<file path="src/rtl/sync_filter_pkg.sv">
// Shared constants and helpers for the multi-channel synchronizer/deglitcher.
// Imported by sync_filter_ch and sync_filter_nch.
package sync_filter_pkg;

  localparam int MIN_SYNC_STAGES = 2;
  localparam int MIN_FILT_LEN    = 1;
  localparam int MIN_CH_NUM      = 1;

  // Counter must hold 0 .. filt_len-1; sized from filt_len+1 so filt_len=1 still yields one bit.
  function automatic int cnt_width(input int filt_len);
    return (filt_len < 1) ? 1 : $clog2(filt_len + 1);
  endfunction

endpackage

</file>
<file path="src/rtl/sync_filter_ch.sv">
// One channel: N-flop synchronizer followed by a stability filter and edge pulses.
// Edge pulse registers exist only when SYNC_FILTER_EDGE_EN is defined.
module sync_filter_ch
  import sync_filter_pkg::*;
#(
  parameter int   C_SYNC_STAGES = 2,
  parameter int   C_FILT_LEN    = 4,
  parameter logic C_RST_VAL     = 1'b0
) (
  input  logic clk,
  input  logic rst,
  input  logic din,
  output logic dout,
  output logic rise,
  output logic fall
);

  localparam int              CNT_W   = cnt_width(C_FILT_LEN);
  localparam logic [CNT_W-1:0] CNT_MAX = CNT_W'(C_FILT_LEN - 1);

  logic [C_SYNC_STAGES-1:0] sync_p0;
  logic                     sync;
  logic [CNT_W-1:0]         cnt_p1;
  logic                     dout_p1;
  logic                     differ;
  logic                     load;

  // Saturating count of consecutive cycles where sync disagrees with dout.
  function automatic logic [CNT_W-1:0] cnt_next(input logic [CNT_W-1:0] cnt,
                                                input logic            diff);
    if (!diff || cnt == CNT_MAX) begin
      return '0;
    end
    return cnt + CNT_W'(1);
  endfunction

  // Stage p0: synchronizer chain
  always_ff @(posedge clk) begin
    if (rst) begin
      sync_p0 <= {C_SYNC_STAGES{C_RST_VAL}};
    end else begin
      sync_p0 <= {sync_p0[C_SYNC_STAGES-2:0], din};
    end
  end

  assign sync   = sync_p0[C_SYNC_STAGES-1];
  assign differ = (sync != dout_p1);
  assign load   = differ && (cnt_p1 == CNT_MAX);

  // Stage p1: stability filter
  always_ff @(posedge clk) begin
    if (rst) begin
      cnt_p1  <= '0;
      dout_p1 <= C_RST_VAL;
    end else begin
      cnt_p1 <= cnt_next(cnt_p1, differ);
      if (load) begin
        dout_p1 <= sync;
      end
    end
  end

  assign dout = dout_p1;

`ifdef SYNC_FILTER_EDGE_EN
  logic rise_p1;
  logic fall_p1;

  // Pulses register on the same edge as dout so they coincide with the new level.
  always_ff @(posedge clk) begin
    if (rst) begin
      rise_p1 <= 1'b0;
      fall_p1 <= 1'b0;
    end else begin
      rise_p1 <= load &&  sync;
      fall_p1 <= load && !sync;
    end
  end

  assign rise = rise_p1;
  assign fall = fall_p1;
`else
  assign rise = 1'b0;
  assign fall = 1'b0;
`endif

endmodule

</file>
<file path="src/rtl/sync_filter_nch.sv">
// Multi-channel synchronizer + deglitch filter; optional rise/fall pulses
// enabled by defining SYNC_FILTER_EDGE_EN.
module sync_filter_nch
  import sync_filter_pkg::*;
#(
  parameter int                  C_CH_NUM      = 8,
  parameter int                  C_SYNC_STAGES = 2,
  parameter int                  C_FILT_LEN    = 4,
  parameter logic [C_CH_NUM-1:0] C_RST_VAL     = '0
) (
  input  logic                clk,
  input  logic                rst,
  input  logic [C_CH_NUM-1:0] din,
  output logic [C_CH_NUM-1:0] dout,
  output logic [C_CH_NUM-1:0] rise,
  output logic [C_CH_NUM-1:0] fall
);

  if (C_SYNC_STAGES < MIN_SYNC_STAGES) begin : g_bad_sync
    $error("sync_filter_nch: C_SYNC_STAGES must be at least 2");
  end
  if (C_FILT_LEN < MIN_FILT_LEN) begin : g_bad_filt
    $error("sync_filter_nch: C_FILT_LEN must be at least 1");
  end
  if (C_CH_NUM < MIN_CH_NUM) begin : g_bad_ch
    $error("sync_filter_nch: C_CH_NUM must be at least 1");
  end

  for (genvar i = 0; i < C_CH_NUM; i++) begin : g_ch
    sync_filter_ch #(
      .C_SYNC_STAGES (C_SYNC_STAGES),
      .C_FILT_LEN    (C_FILT_LEN),
      .C_RST_VAL     (C_RST_VAL[i])
    ) u_ch (
      .clk  (clk),
      .rst  (rst),
      .din  (din[i]),
      .dout (dout[i]),
      .rise (rise[i]),
      .fall (fall[i])
    );
  end

endmodule

</file>
<file path="config.mk">
export PLATFORM = sky130hd
export DESIGN_NAME = sync_filter_nch
export DESIGN_NICKNAME = d
export VERILOG_FILES = /design/src/rtl/sync_filter_pkg.sv /design/src/rtl/sync_filter_ch.sv /design/src/rtl/sync_filter_nch.sv
export SDC_FILE = /design/constraint.sdc
export NUM_CORES = 1
export LEC_CHECK = 0
export ABC_AREA = 1
export ABC_CLOCK_PERIOD_IN_PS = 2000
export BUFFER_PORTS_ARGS = -buffer_cell sky130_fd_sc_hd__buf_2
export CAP_MARGIN = 20
export CORE_ASPECT_RATIO = 0.9
export CORE_MARGIN = 2
export CORE_UTILIZATION = 55
export CTS_CLUSTER_SIZE = 28
export DETAILED_ROUTE_END_ITERATION = 7
export PLACE_DENSITY = 0.79
export SYNTH_ARGS = -nofsm -noshare
export SYNTH_HDL_FRONTEND = slang
export SYNTH_SLANG_ARGS = --single-unit
</file>
<file path="constraint.sdc">
create_clock -name clk -period 2 [get_ports clk]
set_clock_uncertainty 0.1 [all_clocks]
set_input_delay 0.5 -clock clk [delete_from_list [all_inputs] [get_ports clk]]
set_output_delay 0.5 -clock clk [all_outputs]
set_load 0.005 [all_outputs]
</file>
==> impl_results.md, run 1 <==
- Top cell type's share of synthesized area: 49.04%
- First-iteration detailed-routing DRC count: 41
- Gpl congestion: 0.7065
- Xor and xnor area share after synthesis: 0%
- Fin Hold WS: 0.3024 ns
- Top cells by count, synth: nor2_1, inv_1, dfxtp_1
- Max FO, Critical Path: 4
- Num CTS Buffers: 5
- Tmin final: 1.421 ns
- Drt first pass iters: 4
- Crit path max-delay family: flip-flops
- # H-tree levels: 2
- Synth unique cells: 11
- DP Wirelength: 1.823 mm
- Initial core utilization: 57.57%
- Async S/R FF share, synth: 0%
- Switching power: 0.3275 mW
- First-pass GRT wire length: 4.271 mm
- CTS root buf: clkbuf_8
- Post-synth top flop: dfxtp_1
- Net Sw Frac: 20.40%
- Synth area leader: dfxtp_1
- Post-synthesis register bit count: 48
- Clock Path Buffers: 2
- Final setup viols: 0
- Area grow syn2layout: 4.598%
- Count leader, synth: nor2_1
- Kind of critical path: reg2out
- Via-to-Cell Ratio: 4.185
- Worst vdd ir: 505.6 uV
- Slowest-stage cell, CP: dfxtp_1
- Buf/Inv on CP: 1
- Tcrit/Tclk final: 71.03%
- Cts repair resizes: 0
- Area share of and/or/nand/nor cells after synthesis: 19.41%
- Number of antenna violations at the first check in global routing: 0
- Clk sinks: 48
- Syn Area/Cell: 8.030 um2
- Final Max Tran Viols: 0
- Die W: 66.92 um
- All-Layer GR Usage: 14.35%
- Crit end category: output port
- WP data required: 1.40 ns
- YS warnings: 0
- Detailed Route WL: 2.369 mm
- Largest net degree at the start of global routing: 28
- Power Total: 1.605 mW
- Internal power: 1.278 mW
- Outcome: finished, final reports clean
- Register area share after synthesis: 49.04%
- Delay of the slowest critical-path stage: 0.39 ns
- Critical Path, Cell by Cell: buf_2
- Drt wl/cell: 7.844 um
- CTS Hold Buffers Added: 0
- Synth area leaders: dfxtp_1, nor2_1, inv_1, ha_1, buf_4
- Layout Cells excl Fill: 302
- DRC violations left: 0
- Clock power frac: 35.1%
- F_max: 0.7039 GHz
- Crit start category: register
- Row count: 20
- Final nets: 283
- Proportion of synthesized area in mux cells: 0%
- Unrepaired setup endpoints after global routing: no
- Synth Cell Area: 0.001959 mm2
- Leak: 0.9910 nW
- ANT cells: 0
- Number of max-cap violations: 0
- Core Region: 0.003403 mm2
- DR vias: 1264
- Die area: 0.004057 mm2
- Vias in the first global route: 1125
- Gate Count Post-Synth: 244
- Dpl ws: 0.5950 ns
- Cell area power density: 783.3 mW/mm2
- Min-delay worst type: reg2reg
- Routed Antenna Nets: 0
- Synth Area in Compound Gates: 0%
- Fin Setup TNS: 0 ns
- Worst-Skew Late Latency: 0.29 ns
- Fraction of layout cells with a size suffix above 1: 9.302%
- Gate power share: 3.6%
- Fin worst setup slack: 0.5794 ns
- # IOs: 34
- Grt ovf: 0
- CTS tree: done
- Die height: 60.63 um
- Largest family of logic cells by synthesized area: buffers and inverters
- Post-synth EDFFs: 0
- Post-Synth Adder-Cell Area: 10.22%
- Flop pwr share: 61.3%
- IO buf count: 17
- Cell count after placement: 294
- Clock transition at the registers of the reported paths: 0.08 ns
- Setup bufs post-CTS: 0
- Final hold vios: 0
- Crit path DAT: 0.82 ns
power groups by stage:
stage	sequential, mW	clock [mW]	combinational, mW
2_1_floorplan	1.00	0	0.0674
3_3_place_gp	1.01	0	0.0559
3_5_place_dp	1.01	0	0.0579
4_1_cts	0.984	0.589	0.0583
5_1_grt	0.987	0.624	0.0697
6_report	0.984	0.563	0.0578
through the flow:
| stage | util [%] | cell area, um2 |
|---|---|---|
| 6_report | 60.22 | 2049 |
| 5_1_grt | 60.22 | 2049 |
| 4_1_cts | 60.22 | 2049 |
| 3_5_place_dp | 57.57 | 1959 |
| 3_3_place_gp | 57.57 | 1959 |
| 2_1_floorplan | - | 2016 |
area by class of cell:
cell class	count	area (um2)
flip-flops and latches	48	960.9
multi-input cells	128	640.6
well taps	44	55.05
fillers	325	1354
repair buffers	18	92.59
clock buffers	8	90.09
inverters	56	210.2
routing by layer:
metal  share of wire (%)  track usage, %  vias to the layer above
li1                    -               -                      697
met1                  48           15.94                      536
met2                  46           24.43                       25
met3                 4.6           4.453                        6
met4                 2.2           8.746                        0
met5                   0               0                        -
placed cells by master, fill, tap and decap left out:
| cell type | n |
|---|---|
| nor2_1 | 64 |
| inv_1 | 56 |
| dfxtp_1 | 48 |
| buf_2 | 17 |
| nand2_1 | 16 |
| ha_1 | 16 |
| conb_1 | 16 |
| nor3_1 | 8 |
| nand3_1 | 8 |
| clkbuf_8 | 6 |
| clkbuf_1 | 2 |
| buf_4 | 1 |
state kept, by name, indices dropped and copies added (netlist names):
signal and cells:
g_ch.u_ch.dout 8, g_ch.u_ch.sync_p0 16, g_ch.u_ch.cnt_p1 24
cells by family after synthesis:
family                   Yosys count
adder cells (fa/ha/maj)           16
flip-flops                        48
AND/OR/NAND/NOR                   96
other                              1
buffers and inverters             83
path summary, 6_finish.rpt:
kind                                                          from                                  to  slack (ns)  depth (start not counted)
worst min register to register  g_ch[5].u_ch.sync_p0[0]$_SDFF_PP0_  g_ch[5].u_ch.sync_p0[1]$_SDFF_PP0_        0.30                          2
worst max register to register   g_ch[0].u_ch.cnt_p1[0]$_SDFF_PP0_   g_ch[0].u_ch.cnt_p1[2]$_SDFF_PP0_        0.77                          5
worst min-delay path            g_ch[5].u_ch.sync_p0[0]$_SDFF_PP0_  g_ch[5].u_ch.sync_p0[1]$_SDFF_PP0_        0.30                          2
worst max-delay path                g_ch[6].u_ch.dout$_SDFFE_PP0P_                             dout[6]        0.58                          1
(Power assumes the default switching activity.)
==> run 2, diff against run 1 <==
Settings changed: ABC_CLOCK_PERIOD_IN_PS 2000 to 1200, CORE_UTILIZATION 55 to 49, PLACE_DENSITY 0.79 to 0.74.
Clock period 2 ns to 1.2 ns, I/O delays scaled along.
==> impl_results.md, run 2 (synthesized netlist as in run 1, its figures left out) <==
- ANT cells: 0 (unchanged)
- Crit path DAT: 0.75 ns (was 0.82 ns)
- Clock transition at the registers of the reported paths: 0.08 ns (about the same)
- Tcrit/Tclk final: 96.25%
- Die area: 0.004521 mm2 (was 0.004057 mm2)
- Commonest non-fill, non-tap cell in the layout: inv_1 (was nor2_1)
- Initial core utilization: 51.79% (was 57.57%)
- Final hold vios: 0 (unchanged)
- All-Layer GR Usage: 12.01% (was 14.35%)
- Grt ovf: 0 (unchanged)
- Buf/Inv on CP: 1 (unchanged)
- WP data required: 0.80 ns (was 1.40 ns)
- Clk sinks: 48 (unchanged)
- IO buf count: 17 (unchanged)
- Max FO, Critical Path: 4 (unchanged)
- Fin util: 62.14% (was 60.22%)
- Vias in the first global route: 1068 (was 1125)
- Die W: 70.66 um (was 66.92 um)
- Final Max Tran Viols: 0 (unchanged)
- First-iteration detailed-routing DRC count: 38 (was 41)
- Worst-Skew Late Latency: 0.29 ns (about the same)
- Clock Path Buffers: 2 (unchanged)
- Delay of the slowest critical-path stage: 0.35 ns (was 0.39 ns)
- Worst path depth: 1 (unchanged)
- DP Wirelength: 1.633 mm (was 1.823 mm)
- DR vias: 1262 (was 1264)
- Leak: 1.019 nW (was 0.9910 nW)
- Number of antenna violations at the first check in global routing: 0 (unchanged)
- CTS tree: done (unchanged)
- Routed Antenna Nets: 0 (unchanged)
- Unrepaired setup endpoints after global routing: yes (was no)
- Max FFs per register: 24 (unchanged)
- Area grow syn2layout: 19.99% (was 4.598%)
- Min-delay worst type: in2reg (was reg2reg)
- Tmin final: 1.155 ns
- Final nets: 288 (was 283)
- Fraction of layout cells with a size suffix above 1: 29.28% (was 9.302%)
- # H-tree levels: 2 (unchanged)
- Final setup viols: 0 (unchanged)
- Worst vdd ir: 878.8 uV (was 505.6 uV)
- Biggest register: g_ch.u_ch.cnt_p1 (unchanged)
- Crit path max-delay family: flip-flops (unchanged)
- First-pass GRT wire length: 4.209 mm (was 4.271 mm)
- Worst Hold Depth: 3 (was 2)
- Number of max-cap violations: 0 (unchanged)
- Fin Hold WS: 0.1029 ns (was 0.3024 ns)
- F_max: 0.8658 GHz
- Kind of critical path: reg2out (unchanged)
- Drt first pass iters: 4 (unchanged)
- Most frequent cells in the layout: inv_1, nor2_1, dfxtp_1 (was nor2_1, inv_1, dfxtp_1)
- Power Total: 2.711 mW (was 1.605 mW)
- Detailed Route WL: 2.512 mm (was 2.369 mm)
- Core Region: 0.003784 mm2 (was 0.003403 mm2)
- Drt wl/cell: 8.129 um (was 7.844 um)
- Gpl congestion: 0.6958 (was 0.7065)
- Largest net degree at the start of global routing: 23 (was 28)
- CTS root buf: clkbuf_8 (unchanged)
- Num CTS Buffers: 5 (unchanged)
- FF-to-FF path depth: 5 (unchanged)
- Slowest-stage cell, CP: dfxtp_2 (was dfxtp_1)
- Cell area power density: 1153 mW/mm2 (was 783.3 mW/mm2)
- Via-to-Cell Ratio: 4.084 (was 4.185)
- Critical Path, Cell by Cell: buf_2 (unchanged)
- Row count: 21 (was 20)
- Crit start category: register (unchanged)
- Die height: 63.99 um (was 60.63 um)
- # IOs: 34 (unchanged)
- Crit end category: output port (unchanged)
- DRC violations left: 0 (unchanged)
- Outcome: finished, final reports clean (unchanged)
==> run 2: where the power goes <==
| group | leakage, nW | switching, mW | total (mW) | internal [mW] |
|---|---|---|---|---|
| Sequential | 0.399 | 0.0180 | 1.64 | 1.63 |
| Clock | 0.0455 | 0.478 | 0.948 | 0.470 |
| Combinational | 0.575 | 0.0703 | 0.119 | 0.0483 |
==> run 2: final timing paths <==
path	slack, ns	from	end
setup / recovery	0.05	g_ch[4].u_ch.dout$_SDFFE_PP0P_	dout[4]
hold / removal	0.10	din[0]	g_ch[0].u_ch.sync_p0[0]$_SDFF_PP0_
setup reg to reg	0.05	g_ch[5].u_ch.cnt_p1[0]$_SDFF_PP0_	g_ch[5].u_ch.cnt_p1[0]$_SDFF_PP0_
hold reg to reg	0.30	g_ch[3].u_ch.sync_p0[0]$_SDFF_PP0_	g_ch[3].u_ch.sync_p0[1]$_SDFF_PP0_
==> run 2: layout make-up <==
class,instances,area [um2]
fill,326,1433
sequential,48,980.9
tap,46,57.56
clock buffer,8,90.09
inverter,56,210.2
timing repair buffer,23,148.9
multi-input combinational,128,863.3
==> run 2: what timing repair did <==
item	4_1_cts	5_1_grt
setup buffers	0	4
pin swaps	6	29
resized for setup	9	53
endpoints found under the setup margin	18	32
hold buffers	0	0
==> run 2: per-layer routing <==
layer	vias to the layer above	global-route usage (%)	wire length, um
met5	-	0	0
met4	0	7.075	46
met3	5	4.259	105
met2	23	19.34	1166
met1	533	13.76	1193
li1	701	-	-
==> run 2: through the flow <==
stage / setup slack (ns) / setup TNS [ns] / area [um2] / std cells
4_1_cts: 0.003679 / 0 / 2086 / 305
3_5_place_dp: 0.006152 / 0 / 1982 / 297
3_3_place_gp: 0.01594 / 0 / 1982 / 297
6_report: 0.04506 / 0 / 2351 / 309
2_1_floorplan: 0.08656 / 0 / 2016 / 259
5_1_grt: -0.04607 / -0.2677 / 2351 / 309
